**config.mk**
```make
export PLATFORM = sky130hd
export DESIGN_NAME = ysyx_24100005_register_file_flat
export DESIGN_NICKNAME = d
export VERILOG_FILES = /design/src/rtl/ysyx_24100005_register_file_pkg.sv /design/src/rtl/ysyx_24100005_register_file_if.sv /design/src/rtl/ysyx_24100005_reg.sv /design/src/rtl/ysyx_24100005_register_file.sv /design/src/flat_wrapper.sv
export SDC_FILE = /design/constraint.sdc
export NUM_CORES = 2
export LEC_CHECK = 0
export CELL_PAD_IN_SITES_DETAIL_PLACEMENT = 0
export CELL_PAD_IN_SITES_GLOBAL_PLACEMENT = 1
export CORE_MARGIN = 5
export CORE_UTILIZATION = 40
export CTS_BUF_LIST = sky130_fd_sc_hd__clkbuf_8
export DETAILED_ROUTE_END_ITERATION = 10
export DONT_BUFFER_PORTS = 1
export MAX_ROUTING_LAYER = met4
export PLACE_DENSITY = 0.65
export SKIP_LAST_GASP = 1
export SLEW_MARGIN = 10
export SYNTH_ARGS = -nofsm -noshare
export SYNTH_HDL_FRONTEND = slang
export SYNTH_SLANG_ARGS = --single-unit
```
**constraint.sdc**
```tcl
create_clock -name clk -period 1.85 [get_ports clk]
set_input_delay 0.0925 -clock clk [delete_from_list [all_inputs] [get_ports clk]]
set_output_delay 0.0925 -clock clk [all_outputs]
set_load 0.01 [all_outputs]
```
**src/rtl/ysyx_24100005_register_file_pkg.sv**
```systemverilog
`timescale 1ns/1ps
// Shared constants for the register file slice: default geometry and the hardwired zero index.
package ysyx_24100005_register_file_pkg;

  localparam int ADDR_WIDTH_DEF = 5;
  localparam int DATA_WIDTH_DEF = 32;
  localparam int ZERO_REG       = 0;

endpackage

```
**src/rtl/ysyx_24100005_register_file_if.sv**
```systemverilog
`timescale 1ns/1ps
// Write port plus two read ports of the register file.
// The master drives addresses and write data. The slave returns the read data.
interface ysyx_24100005_register_file_if
  import ysyx_24100005_register_file_pkg::*;
#(
  parameter int ADDR_WIDTH = ADDR_WIDTH_DEF,
  parameter int DATA_WIDTH = DATA_WIDTH_DEF
) ();

  logic                  wen;
  logic [ADDR_WIDTH-1:0] waddr;
  logic [DATA_WIDTH-1:0] wdata;
  logic [ADDR_WIDTH-1:0] raddr1;
  logic [DATA_WIDTH-1:0] rdata1;
  logic [ADDR_WIDTH-1:0] raddr2;
  logic [DATA_WIDTH-1:0] rdata2;

  modport master (
    output wen, waddr, wdata, raddr1, raddr2,
    input  rdata1, rdata2
  );

  modport slave (
    input  wen, waddr, wdata, raddr1, raddr2,
    output rdata1, rdata2
  );

endinterface

```
**src/rtl/ysyx_24100005_reg.sv**
```systemverilog
`timescale 1ns/1ps
// Single storage entry: the enable loads the register on the clock edge.
// An asynchronous active-low reset forces RESET_VAL and takes priority over the enable.
module ysyx_24100005_reg #(
  parameter int               WIDTH     = 32,
  parameter logic [WIDTH-1:0] RESET_VAL = '0
) (
  input  logic             clk,
  input  logic             rst,
  input  logic             wen,
  input  logic [WIDTH-1:0] din,
  output logic [WIDTH-1:0] dout
);

  always_ff @(posedge clk or negedge rst) begin
    if (!rst) begin
      dout <= RESET_VAL;
    end else if (wen == 1'b1) begin
      dout <= din;
    end
  end

endmodule

```
**src/rtl/ysyx_24100005_register_file.sv**
```systemverilog
`timescale 1ns/1ps
// The register file has 2**ADDR_WIDTH entries, one write port and two read ports. Entry 0 always reads zero.
// Reads are combinational with zero latency and no bypass from the write port. Writes take effect on the clock edge.
module ysyx_24100005_register_file
  import ysyx_24100005_register_file_pkg::*;
#(
  parameter int ADDR_WIDTH = ADDR_WIDTH_DEF,
  parameter int DATA_WIDTH = DATA_WIDTH_DEF
) (
  input  logic                           clk,
  input  logic                           rst,
  ysyx_24100005_register_file_if.slave   bus
);

  localparam int DEPTH = 2 ** ADDR_WIDTH;

  logic [DATA_WIDTH-1:0] regs [DEPTH];

  // Entry 0 has no storage; this keeps it at zero through writes and through reset.
  assign regs[ZERO_REG] = '0;

  for (genvar i = ZERO_REG + 1; i < DEPTH; i++) begin : g_entry
    logic we;

    // A write happens only when wen is exactly 1. An unknown wen value never counts as a write.
    assign we = (bus.wen == 1'b1) && (bus.waddr == ADDR_WIDTH'(i));

    ysyx_24100005_reg #(
      .WIDTH     (DATA_WIDTH),
      .RESET_VAL ({DATA_WIDTH{1'b0}})
    ) u_reg (
      .clk  (clk),
      .rst  (rst),
      .wen  (we),
      .din  (bus.wdata),
      .dout (regs[i])
    );
  end

  assign bus.rdata1 = regs[bus.raddr1];
  assign bus.rdata2 = regs[bus.raddr2];

endmodule

```
**src/flat_wrapper.sv**
```systemverilog
// flat-port wrapper written by rule: the top's interface ports become plain ports
module ysyx_24100005_register_file_flat import ysyx_24100005_register_file_pkg::*;
#(
  parameter int ADDR_WIDTH = ADDR_WIDTH_DEF,
  parameter int DATA_WIDTH = DATA_WIDTH_DEF
)
  (clk, rst, bus_wen, bus_waddr, bus_wdata, bus_raddr1, bus_raddr2, bus_rdata1, bus_rdata2);
  ysyx_24100005_register_file_if #(.ADDR_WIDTH(ADDR_WIDTH), .DATA_WIDTH(DATA_WIDTH)) bus_i ();
  input  logic clk;
  input  logic rst;
  input wire logic [$bits(bus_i.wen)-1:0] bus_wen;
  input wire logic [$bits(bus_i.waddr)-1:0] bus_waddr;
  input wire logic [$bits(bus_i.wdata)-1:0] bus_wdata;
  input wire logic [$bits(bus_i.raddr1)-1:0] bus_raddr1;
  input wire logic [$bits(bus_i.raddr2)-1:0] bus_raddr2;
  output wire logic [$bits(bus_i.rdata1)-1:0] bus_rdata1;
  output wire logic [$bits(bus_i.rdata2)-1:0] bus_rdata2;
  assign bus_i.wen = bus_wen;
  assign bus_i.waddr = bus_waddr;
  assign bus_i.wdata = bus_wdata;
  assign bus_i.raddr1 = bus_raddr1;
  assign bus_i.raddr2 = bus_raddr2;
  assign bus_rdata1 = bus_i.rdata1;
  assign bus_rdata2 = bus_i.rdata2;
  ysyx_24100005_register_file #(.ADDR_WIDTH(ADDR_WIDTH), .DATA_WIDTH(DATA_WIDTH)) u_core (.clk(clk), .rst(rst), .bus(bus_i));
endmodule
```
# --- After elaboration in Yosys (flattened, before gate mapping) ---
# Cells that the tools add are included.
classes:
  n_lt_le_gt_ge: 2
  n_eq_ne: 31
  muxes: 6
  bitwise_logic: 2
  n_reduce_logical: 31
ops:
  columns: ["cell", "n"]
  rows:
  - ["binary-select mux 32 bit (select 5 bit)", 2]
  - ["two-way mux 32 bit", 4]
  - ["equality test 5 bit, second input constant", 16]
  - ["equality test 5 x 4 -> 1 bit, second input constant", 8]
  - ["logical AND 1 bit", 31]
  - ["equality test 5 x 3 -> 1 bit, second input constant", 4]
  - [">= comparator 6 bit, second input constant", 2]
  - ["inverter 5 -> 6 bit", 2]
  - ["equality test 5 x 2 -> 1 bit, second input constant", 2]
  - ["equality test 5 x 1 -> 1 bit, second input constant", 1]
totals:
  regBits: 992
  input_bits: 50
  out_inout_bits: 64
  wordCells: 103

# --- Logic depth before layout (Yosys ltp) ---
depth:
  depth_word: 4
  mapped_depth: 9
  mapped_depth_nobuf: 4

# --- By module ---
# A second synthesis with hierarchy kept.
hier_totals:
  hier_cells: 3570
  area_unflattened_um2: 58108.2
by_module_without_submodules:
  columns: ["module", "instances", "cells_each", "area_per_inst_um2"]
  rows:
  - ["ysyx_24100005_reg", 31, 68, 1345.0]
  - ["ysyx_24100005_register_file", 1, 1462, 16412.0]

# --- Worst setup path before layout ---
# OpenSTA, ideal clock, no wires.
synth_timing:
  path_type: "input to output"
  from: "in bus_raddr1[0]"
  to: "out bus_rdata1[10]"
  arrival_time_ns: 1.648
  t_required_ns: 1.757
  slack_ns: 0.109
  path_stages: 7
  n_path_buf: 3
  cell_sequence: "buf_2 -> buf_6 -> buf_2 -> mux4_2 -> a22o_1 -> o21ai_1 -> o31ai_1"
synth_between:
  elab_chain_len: 4
synth_lines:
  columns: ["element", "line", "source"]
  rows:
  - ["from (decl)", "flat_wrapper.sv:14", "input wire logic [$bits(bus_i.raddr1)-1:0] bus_raddr1;"]
  - ["inverter 5 -> 6 bit (not written as such)", "ysyx_24100005_register_file.sv:40", "assign bus.rdata1 = regs[bus.raddr1];"]
  - ["binary-select mux 32 bit (select 5 bit)", "ysyx_24100005_register_file.sv:40", null]
  - ["two-way mux 32 bit (not written as such) (2 in series)", "ysyx_24100005_register_file.sv:40", null]
  - ["to (decl)", "flat_wrapper.sv:16", "output wire logic [$bits(bus_i.rdata1)-1:0] bus_rdata1;"]
# Every way passes these cells. The select of a mux whose other input is x is not followed.

# --- Final worst setup path ---
layout_timing:
  from: "reg u_core.g_entry[29].u_reg.dout[30]"
  to: "out bus_rdata1[30]"
layout_between:
  elab_chain_len: 3
layout_lines:
  columns: ["element", "line", "source"]
  rows:
  - ["from (decl)", "ysyx_24100005_reg.sv:12", "output logic [WIDTH-1:0] dout"]
  - ["from (signal assigned)", "ysyx_24100005_reg.sv:19", "dout <= din;"]
  - ["binary-select mux 32 bit (select 5 bit)", "ysyx_24100005_register_file.sv:40", null]
  - ["two-way mux 32 bit (not written as such) (2 in series)", "ysyx_24100005_register_file.sv:40", null]
# Every way passes these cells. The select of a mux whose other input is x is not followed.

==> impl_metrics.ini <==
[layout]
nNetsFinal = 3755
seqCellArea_um2 = 24800
layout-drive-gt1-share = 0.534
fillCellCount = 11706
layout-area-overhead-vs-synth_pct = 15.6
layout_top_registers = u_core.g_entry.u_reg.dout x992
largest_register_ff_count = 992
multi_input_area_um2 = 27500
largest_register = u_core.g_entry.u_reg.dout

[outcome]
failed_checks = negative hold slack, negative setup slack
run_status = finished, violations left

[floorplan]
initial_utilization = 0.403
ioPinCount = 114
fp.dieH_um = 375
rows = 133
horizontal_die_dimension_um = 375
die_area_um2 = 140000
core-area_um2 = 132000

[hold_path]
min-delay-path-class = input pin to asynchronous set/reset pin

[clocking]
tritoncts = built
post_cts_hold_buffer_count = 51
clk_root_buffer_cell = sky130_fd_sc_hd__clkbuf_8
cts_max_level = 4
insertion_delay_ps = 890
cts_inserted_buffers = 178
clk_pin_slew_worst_paths_ps = 60
cts.path.max_buffers = 3
clock_sink_count = 992

[yosys]
netlist_top_cells_area = sky130_fd_sc_hd__dfrtp_1 47%, sky130_fd_sc_hd__mux2_2 21%, sky130_fd_sc_hd__mux4_2 16%, sky130_fd_sc_hd__a22o_1 3.2%, sky130_fd_sc_hd__mux2i_1 3.0%
synthesis.area_um2 = 53200
synth.ff_latch_count = 992
synth.yosys.warnings = 0
synthTopCellsByCount = 998 x sky130_fd_sc_hd__mux2_2, 992 x sky130_fd_sc_hd__dfrtp_1, 384 x sky130_fd_sc_hd__mux4_2
seq_area_frac_synth = 0.467
most_frequent_cell_after_synthesis = sky130_fd_sc_hd__mux2_2
ys_dominant_reg_cell = sky130_fd_sc_hd__dfrtp_1
yosysUniqueCellTypes = 30
synth_enable_flop_cells = 0
post_synth.cell_area_avg_um2 = 14.6
synth_top_cell_area_share = 0.467
synth_fp_nets = 3687
synthesis.instances = 3637
ys_async_sr_fraction = 1.00
top_cell_type_by_total_area_after_synthesis = sky130_fd_sc_hd__dfrtp_1

[routing]
route.top_layer_used = met4
drc = 0
per_cell_via_count_in_the_routed_design = 6.18
met1Wirelength_um = 77100
initialDrtViolationCount = 2742
dr_wl_met2_um = 80400
number_of_vias_in_the_routed_layout = 34559
met3_wirelength_um = 10500
postRouteAntennaNets = 0
routed_wire_length_per_instance_um = 30.7
detailedRoute.firstPassIterationCount = 5
wirelength_um = 172000

[timing]
timing.max_slew.rel_slack = 0.198
final.setup_skew_ps = 0
timing_hold_violations_final = 272
finalSetupViolCount = 72
max_freq_ghz = 0.379
setup_repair_after_global_routing_missed_its_margin = yes
layout_setup_ws_ps = -792
fin_crit_sh = 1.43
holdWs_ps = -889
period_minus_slack_ps = 2640
tns_ps = -45200
max_slew.worst_pin.slew_ps = 1200
slew_viol_final = 0

[run]
max_cap_violation_count = 0

[critical_path]
crit_path_start_kind = flop
setup.worst_path.end_class = output port
cp.buffers_inverters = 1
critical_path_class = flop to output port
timing.critical_path.slowest_cell_delay_ps = 480
cp_top_family = compound AO/OA/AOI/OAI gates
regToRegEndpoint = u_core.g_entry[14].u_reg.dout[17]
rr_startpoint = u_core.g_entry[14].u_reg.dout[17]
reg2reg_depth = 2
r2r_slack_ps = 500
crit_arrival_ps = 2550
cp-startpoint = u_core.g_entry[29].u_reg.dout[30]
cp_max_fo = 3
cp_max_stage_cell = sky130_fd_sc_hd__mux4_2
crit_path_cell_trace = mux4_2 > a22o_1 > o21ai_2 > o31ai_4 > buf_6
worst_ep_required_time_ps = 1760

[grt]
largest_net_degree_at_the_start_of_global_routing = 290
first_pass_grt_wire_length_um = 255000
number_of_global_route_vias_before_repair = 36327
grt_use_total = 0.251
grt_remaining_overflow = 0
number_of_antenna_violations_at_the_first_check_in_global_routing = 10

[power]
total_leakage_power_nw = 26.7
power-per-cell-area_nw_per_um2 = 1020
total_power_mw = 62.9
irDropWorstVdd_uv = 674

[placement]
place.detailed.hpwl_um = 91200
gp_weighted_congestion = 0.757
pre_cts_ws_ps = -74.1
port_buffers = 0
-- routing by layer --
metal	up-vias	track usage
li1	14277	-
met1	18878	0.348
met2	1135	0.384
met3	269	0.0485
met4	0	0.0646
met5	-	-
-- worst max path at each step --
stage / to / slack [ps] / cells past startpoint
5_1_grt: bus_rdata1[30] / -910 / 5
3_3_place_gp: bus_rdata1[6] / -80 / 7
2_1_floorplan: bus_rdata1[10] / 110 / 7
4_1_cts: bus_rdata2[31] / -880 / 6
6_report: bus_rdata1[30] / -790 / 5
3_5_place_dp: u_core.g_entry[8].u_reg.dout[24] / -70 / 2
-- cell usage in the layout, fill, tap and decap left out, types with 8 or more instances in the layout --
| cell type | count |
|---|---|
| sky130_fd_sc_hd__buf_4 | 144 |
| sky130_fd_sc_hd__and2_1 | 30 |
| sky130_fd_sc_hd__o31ai_4 | 26 |
| sky130_fd_sc_hd__nor2b_4 | 8 |
| sky130_fd_sc_hd__buf_6 | 30 |
| sky130_fd_sc_hd__nand2_2 | 13 |
| sky130_fd_sc_hd__mux2_1 | 58 |
| sky130_fd_sc_hd__o31ai_2 | 32 |
| sky130_fd_sc_hd__dfrtp_1 | 992 |
| sky130_fd_sc_hd__and3_1 | 31 |
| sky130_fd_sc_hd__inv_1 | 64 |
| sky130_fd_sc_hd__o21ai_1 | 11 |
| sky130_fd_sc_hd__a22o_1 | 192 |
| sky130_fd_sc_hd__o21ai_2 | 51 |
| sky130_fd_sc_hd__dlygate4sd3_1 | 45 |
| sky130_fd_sc_hd__o22ai_1 | 64 |
| sky130_fd_sc_hd__mux2_2 | 998 |
| sky130_fd_sc_hd__nor2_4 | 14 |
| sky130_fd_sc_hd__mux4_2 | 384 |
| sky130_fd_sc_hd__a211oi_1 | 52 |
| sky130_fd_sc_hd__diode_2 | 8 |
| sky130_fd_sc_hd__a211oi_2 | 11 |
| sky130_fd_sc_hd__mux2i_1 | 160 |
| sky130_fd_sc_hd__clkbuf_8 | 228 |
| sky130_fd_sc_hd__clkinv_2 | 10 |
| sky130_fd_sc_hd__buf_12 | 66 |
| sky130_fd_sc_hd__nand2_1 | 66 |
-- area by class of cell --
| class | count | share of cell area |
|---|---|---|
| sequential | 992 | 0.404 |
| timing repair buffer | 294 | 0.0552 |
| clock inverter | 78 | 0.00562 |
| clock buffer | 228 | 0.0511 |
| antenna | 8 | 0.000326 |
| multi-input combinational | 2237 | 0.448 |
| inverter | 2 | 0.000163 |
| tap | 1755 | 0.0357 |
-- cell families (layout without fill, tap and decap cells) --
| group | Yosys count | in the layout | synth area share |
|---|---|---|---|
| compound gates | 448 | 448 | 0.0633 |
| simple gates | 189 | 189 | 0.0180 |
| other cells | 0 | 8 | 0 |
| buf+inv | 408 | 602 | 0.0352 |
| mux | 1600 | 1600 | 0.417 |
| flops | 992 | 992 | 0.467 |
-- report_power, final --
| group | switching (mW) | leakage, nW | total, mW | internal, mW |
|---|---|---|---|---|
| Clock | 9.38 | 2.04 | 20.4 | 11.1 |
| Sequential | 3.07 | 12.7 | 29.0 | 26.0 |
| Combinational | 4.84 | 12.0 | 13.5 | 8.61 |
| Total | 17.3 | 26.7 | 62.9 | 45.7 |
-- per-stage QoR --
stage	utilization	instance area, um^2	std cells	hold slack (ps)
after detailed placement	0.428	56400	5223	-188
after CTS	0.464	61100	5582	-946
after global routing	0.466	61400	5593	-912
final	0.466	61400	5594	-889
after global placement	0.427	56300	5218	-33.8
after floorplan	-	53200	3637	-203
-- what timing repair did --
| action | in CTS | in global routing |
|---|---|---|
| pin swaps | 130 | 71 |
| setup endpoints to repair | 64 | 102 |
| cloned | 0 | 0 |
| resized for setup | 132 | 57 |
| setup buffers | 16 | 6 |
| endpoints found under the hold margin | 1264 | 272 |
(Power assumes the default switching activity.)
